$ cat src/rtl/button_pkg.sv
// button_pkg: shared FSM state encodings, event codes and helpers for the button decoder
package button_pkg;

    localparam logic [1:0] IDLE     = 2'd0;
    localparam logic [1:0] PRESS    = 2'd1;
    localparam logic [1:0] GAP      = 2'd2;
    localparam logic [1:0] WAIT_REL = 2'd3;

    typedef enum logic [1:0] {
        EVT_SHORT  = 2'd0,
        EVT_LONG   = 2'd1,
        EVT_DOUBLE = 2'd2
    } evt_e;

    function automatic int max2(input int a, input int b);
        return (a > b) ? a : b;
    endfunction

endpackage

$ cat src/rtl/button_debounce.sv
// button_debounce: 2-flop synchroniser plus counter debounce of an active-low push-button
module button_debounce #(
    parameter int DEBOUNCE_CYCLES = 160_000,
    parameter int CNT_W           = 24
) (
    input  logic clk,
    input  logic rst,
    input  logic btn_n,
    output logic pressed,
    output logic press_e,
    output logic rel_e
);

    logic             sync1;
    logic             sync2;
    logic             btn_s;
    logic             differ;
    logic             hit;
    logic [CNT_W-1:0] db_cnt;

    assign btn_s   = ~sync2;
    assign differ  = btn_s != pressed;
    assign hit     = differ && (db_cnt == CNT_W'(DEBOUNCE_CYCLES - 1));
    assign press_e = hit & ~pressed;
    assign rel_e   = hit & pressed;

    // Synchronise the raw pin; flops idle at 1 so a released button reads as not pressed
    always_ff @(posedge clk or posedge rst) begin
        if (rst) begin
            sync1 <= 1'b1;
            sync2 <= 1'b1;
        end else begin
            sync1 <= btn_n;
            sync2 <= sync1;
        end
    end

    // Accept a level change only after it has been stable for the full debounce window
    always_ff @(posedge clk or posedge rst) begin
        if (rst) begin
            db_cnt  <= '0;
            pressed <= 1'b0;
        end else begin
            db_cnt  <= (!differ || hit) ? '0 : db_cnt + 1'b1;
            pressed <= hit ? ~pressed : pressed;
        end
    end

endmodule

$ cat src/rtl/button_decoder.sv
// button_decoder: debounced push-button classifier emitting short/long/double press pulses.
// Define DOUBLE_PRESS_EN to enable double-press detection (GAP state); otherwise a release
// classifies a short press immediately and DOUBLE_PRESS stays 0.
import button_pkg::*;

module button_decoder #(
    parameter int DEBOUNCE_CYCLES   = 160_000,
    parameter int LONG_CYCLES       = 8_000_000,
    parameter int DOUBLE_GAP_CYCLES = 4_000_000,
    parameter int CNT_W             = 24
) (
    input  logic       CLK,
    input  logic       RST,
    input  logic       BTN_N,
    output logic       PRESSED,
    output logic       SHORT_PRESS,
    output logic       LONG_PRESS,
    output logic       DOUBLE_PRESS,
    output logic [7:0] EVT_CNT
);

    localparam logic [CNT_W-1:0] LONG_M = CNT_W'(LONG_CYCLES - 1);
`ifdef DOUBLE_PRESS_EN
    localparam logic [CNT_W-1:0] GAP_M  = CNT_W'(DOUBLE_GAP_CYCLES - 1);
`endif
    // Phase timer stops at the largest threshold so it can never wrap back onto a match
    localparam logic [CNT_W-1:0] T_SAT  = CNT_W'(max2(LONG_CYCLES, DOUBLE_GAP_CYCLES) - 1);

    logic             press_e;
    logic             rel_e;
    logic [1:0]       state;
    logic [1:0]       state_n;
    logic [CNT_W-1:0] t;
    logic             short_n;
    logic             long_n;
    logic             double_n;

    button_debounce #(
        .DEBOUNCE_CYCLES(DEBOUNCE_CYCLES),
        .CNT_W          (CNT_W)
    ) u_debounce (
        .clk    (CLK),
        .rst    (RST),
        .btn_n  (BTN_N),
        .pressed(PRESSED),
        .press_e(press_e),
        .rel_e  (rel_e)
    );

    // Classification: long threshold beats release, second press beats gap timeout
    always_comb begin
        state_n  = state;
        short_n  = 1'b0;
        long_n   = 1'b0;
        double_n = 1'b0;
        case (state)
            IDLE: state_n = press_e ? PRESS : IDLE;
            PRESS: begin
                if (t == LONG_M) begin
                    long_n  = 1'b1;
                    state_n = WAIT_REL;
                end else if (rel_e) begin
`ifdef DOUBLE_PRESS_EN
                    state_n = GAP;
`else
                    short_n = 1'b1;
                    state_n = IDLE;
`endif
                end
            end
`ifdef DOUBLE_PRESS_EN
            GAP: begin
                if (press_e) begin
                    double_n = 1'b1;
                    state_n  = WAIT_REL;
                end else if (t == GAP_M) begin
                    short_n = 1'b1;
                    state_n = IDLE;
                end
            end
`endif
            default: state_n = rel_e ? IDLE : state;
        endcase
    end

    // State, phase timer (cleared on every state entry), registered pulses and event count
    always_ff @(posedge CLK or posedge RST) begin
        if (RST) begin
            state        <= IDLE;
            t            <= '0;
            SHORT_PRESS  <= 1'b0;
            LONG_PRESS   <= 1'b0;
            DOUBLE_PRESS <= 1'b0;
            EVT_CNT      <= 8'd0;
        end else begin
            state        <= state_n;
            t            <= (state_n != state) ? '0 : (t == T_SAT) ? t : t + 1'b1;
            SHORT_PRESS  <= short_n;
            LONG_PRESS   <= long_n;
            DOUBLE_PRESS <= double_n;
            EVT_CNT      <= EVT_CNT + {7'd0, short_n | long_n | double_n};
        end
    end

endmodule

$ cat config.mk
export PLATFORM = sky130hd
export DESIGN_NAME = button_decoder
export DESIGN_NICKNAME = d
export VERILOG_FILES = /design/src/rtl/button_pkg.sv /design/src/rtl/button_debounce.sv /design/src/rtl/button_decoder.sv
export SDC_FILE = /design/constraint.sdc
export NUM_CORES = 1
export LEC_CHECK = 0
export CAP_MARGIN = 30
export CORE_ASPECT_RATIO = 0.9
export CORE_UTILIZATION = 60
export DETAILED_ROUTE_END_ITERATION = 8
export PLACE_DENSITY = 0.79
export SETUP_SLACK_MARGIN = 0.05
export SLEW_MARGIN = 5
export SYNTH_ARGS = -nofsm -noshare
export SYNTH_HDL_FRONTEND = slang
export SYNTH_SLANG_ARGS = --single-unit
$ cat constraint.sdc
create_clock -name CLK -period 3.89 [get_ports CLK]
set_clock_uncertainty 0.05 [all_clocks]
set_input_delay 0.5835 -clock CLK [delete_from_list [all_inputs] [get_ports CLK]]
set_output_delay 0.5835 -clock CLK [all_outputs]
set_load 0.01 [all_outputs]
==> flow_summary.yaml <==
setup_path:
  crit_type: "reg2reg"
  path_cells: "or4b_1 > or4_1 > buf_4 > nor2_4 > nor2_1 > nor2_1 > ha_1 > ha_1 > and3_1 > nand3_1 > xnor2_1"
  critPathLaunchType: "flip-flop"
  arrival_ns: 3.27
  r2r_start: "t[13]"
  end_kind: "flip-flop"
  crit_start: "t[13]"
  critPathSlowestCell: "or4_1"
  cp.required_ns: 4.06
  worstPathMaxFanout: 14
  slowest_delay_ns: 0.53
outcome:
  outcome: "complete, no violations"
synth:
  yosys-top-cells-area: "dfrtp_1 (50%), nor2_1 (7.2%), xnor2_1 (6.5%), xor2_1 (6.5%), and4_1 (2.8%)"
  ys_types: 41
  synth_top_cell_by_area: "dfrtp_1"
  synth_cells: 302
  synth_top_area_frac: 0.496
  ys_seq_area_frac: 0.513
  yosys_most_used_dff: "dfrtp_1"
  ys_warn_count: 0
  ys_seq_elements: 63
  synth_edf_count: 0
  syn-cell-area_sq_um: 3080
  synth_most_common_cell: "dfrtp_1"
  async_flop_share: 1.00
  synth_nets: 309
  ys_top_cells_by_count: "dfrtp_1 (61), nor2_1 (59), xnor2_1 (23), xor2_1 (23), nand2_1 (19)"
  avgSynthCellArea_sq_um: 10.2
clock_network:
  path_clk_slew_ns: 0.06
  cts_hold_repair.buffers: 0
  post_cts_buffers: 0
  tritoncts: "built"
  cts_root_buf: "clkbuf_8"
  cts_max_level: 3
  cts-resized-gates: 0
  worstSkewPairLatency_ns: 0.34
  cts_buffer_depth: 2
  cts_made_buffers: 9
  clock-sinks: 63
floorplanning:
  coreArea_sq_um: 4890
  die_h_microns: 69.9
  die_area_sq_um: 5420
  initial_utilization: 0.629
  fp-row-count: 24
  die_w_microns: 77.5
  io_pins: 15
sta:
  fin_crit_sh: 0.796
  slew_headroom: 0.538
  worstMarginPinSlew_ns: 0.683
  rsz0062_at_grt: "no"
  tns_ns: 0
  post-route-min-period_ns: 3.10
  finalHoldViolCount: 0
  max_freq_mhz: 323
  setup_viol_count_final: 0
  slew_viol_final: 0
final_layout:
  finish.net_count: 327
  fin_util: 0.714
  finalInstanceArea_sq_um: 3500
  drive_gt1_frac: 0.0769
  diodes: 0
  synthToLayoutAreaGrowth_pct: 13.6
detailed_routing:
  num_vias: 2226
  ant_nets: 0
  avgRoutedWirePerCell_microns: 14.1
  drt-total-wl_mm: 5.51
  drtPass1Iterations: 5
  via_per_inst: 5.71
  drcViolationCount: 0
  drt_iter0_markers: 133
placed_design:
  io_buffers: 13
  gp_congestion: 0.799
  place_hpwl_mm: 3.72
  place_area_sq_um: 3250
grt:
  antenna_found_initial: 0
  grt_pass1_wl_mm: 9.98
  grt_pass1_vias: 2109
  track_usage: 0.242
  grt_start_max_net_pins: 33
  overflow: 0
power:
  ir_drop_uv: 299
  power_density_nw_per_um2: 388
  p_leak_nw: 1.52
worst_hold_path:
  hold_class: "reg2reg"
  hp-start: "u_debounce.sync1"
job:
  maxCapViolations: 0
cell families after synthesis:
kind of cell	Yosys count	share of synthesized area
xor gates and xnor gates	46	0.131
other	1	0.00122
DFF	63	0.513
adders and majority gates	4	0.0163
muxes	2	0.00650
and+or+nand+nor	159	0.271
buffers and inverters	13	0.0248
AOI/OAI and AO/OA	14	0.0362
sequential cells by signal (all words and copies together), names as in the netlist:
register and flops:
LONG_PRESS 1, t 24, state 2, EVT_CNT 8, u_debounce.pressed 1, u_debounce.sync2 1
u_debounce.sync1 1, u_debounce.db_cnt 24, SHORT_PRESS 1
metrics by stage:
stage	worst slack, ns	power (mW)	std cells	hold slack (ns)
2_1_floorplan	1.05	0.693	302	0.295
3_3_place_gp	0.878	0.701	374	0.296
3_5_place_dp	0.817	0.702	374	0.298
4_1_cts	0.797	1.37	390	0.301
5_1_grt	0.589	1.41	390	0.309
6_report	0.795	1.36	390	0.302
layout make-up:
type                    instances  area (sq um)
well taps                      65          81.3
fillers                       363          1400
multi-input cells             226          1420
inverters                       3          11.3
clock inverters                 2          60.1
clock buffers                  14           183
repair buffers                 17           160
flip-flops and latches         63          1580
power by group:
group / leakage (nW) / switching, mW / total (mW) / internal (mW)
clock: 0.123 / 0.237 / 0.669 / 0.431
sequential: 0.857 / 0.00301 / 0.663 / 0.660
combinational: 0.542 / 0.0197 / 0.0258 / 0.00616
total: 1.52 / 0.260 / 1.36 / 1.10
placed cells by master (no fill, tap or decap), types with 2 or more instances in the layout:
| cell type | Yosys | layout |
|---|---|---|
| a21oi_1 | 3 | 3 |
| and2_1 | 2 | 2 |
| and3_1 | 8 | 8 |
| and4_1 | 10 | 10 |
| buf_4 | 1 | 4 |
| bufinv_16 | 0 | 2 |
| clkbuf_8 | 0 | 13 |
| clkdlybuf4s50_1 | 0 | 13 |
| dfrtp_1 | 61 | 61 |
| dfstp_2 | 2 | 2 |
| ha_1 | 4 | 4 |
| inv_1 | 3 | 2 |
| mux2i_1 | 2 | 2 |
| nand2_1 | 19 | 19 |
| nand2b_1 | 2 | 2 |
| nand3_1 | 17 | 17 |
| nand4_1 | 11 | 11 |
| nor2_1 | 59 | 59 |
| nor3_1 | 9 | 9 |
| nor3b_1 | 4 | 4 |
| nor4_1 | 6 | 6 |
| nor4b_1 | 2 | 2 |
| o2111ai_1 | 2 | 2 |
| o21ai_0 | 2 | 2 |
| or4_1 | 2 | 2 |
| or4b_1 | 3 | 3 |
| xnor2_1 | 23 | 23 |
| xor2_1 | 23 | 23 |
metal layers:
| layer | vias up | wire, microns | GRT usage |
|---|---|---|---|
| met5 | - | 0 | 0 |
| met4 | 0 | 51 | 0.0901 |
| met3 | 8 | 263 | 0.0784 |
| met2 | 57 | 2490 | 0.341 |
| met1 | 1074 | 2710 | 0.349 |
| li1 | 1087 | - | - |
worst paths after layout:
path | depth (start not counted) | slack, ns | to
max | 11 | 0.79 | EVT_CNT[6]
min | 0 | 0.30 | u_debounce.sync2
max reg2reg | 11 | 0.79 | EVT_CNT[6]
min reg2reg | 0 | 0.30 | u_debounce.sync2
max in group asynchronous | 3 | 2.28 | u_debounce.sync1
min in group asynchronous | 2 | 0.61 | t[22]
worst max-delay path: cells and delay by family (launching register included):
| family | cells | cell delay [ns] |
|---|---|---|
| simple gates | 7 | 1.80 |
| fa+ha+maj | 2 | 0.38 |
| xor+xnor | 1 | 0.13 |
| buf+inv | 1 | 0.21 |
| flops | 1 | 0.41 |
(Power assumes the default switching activity.)
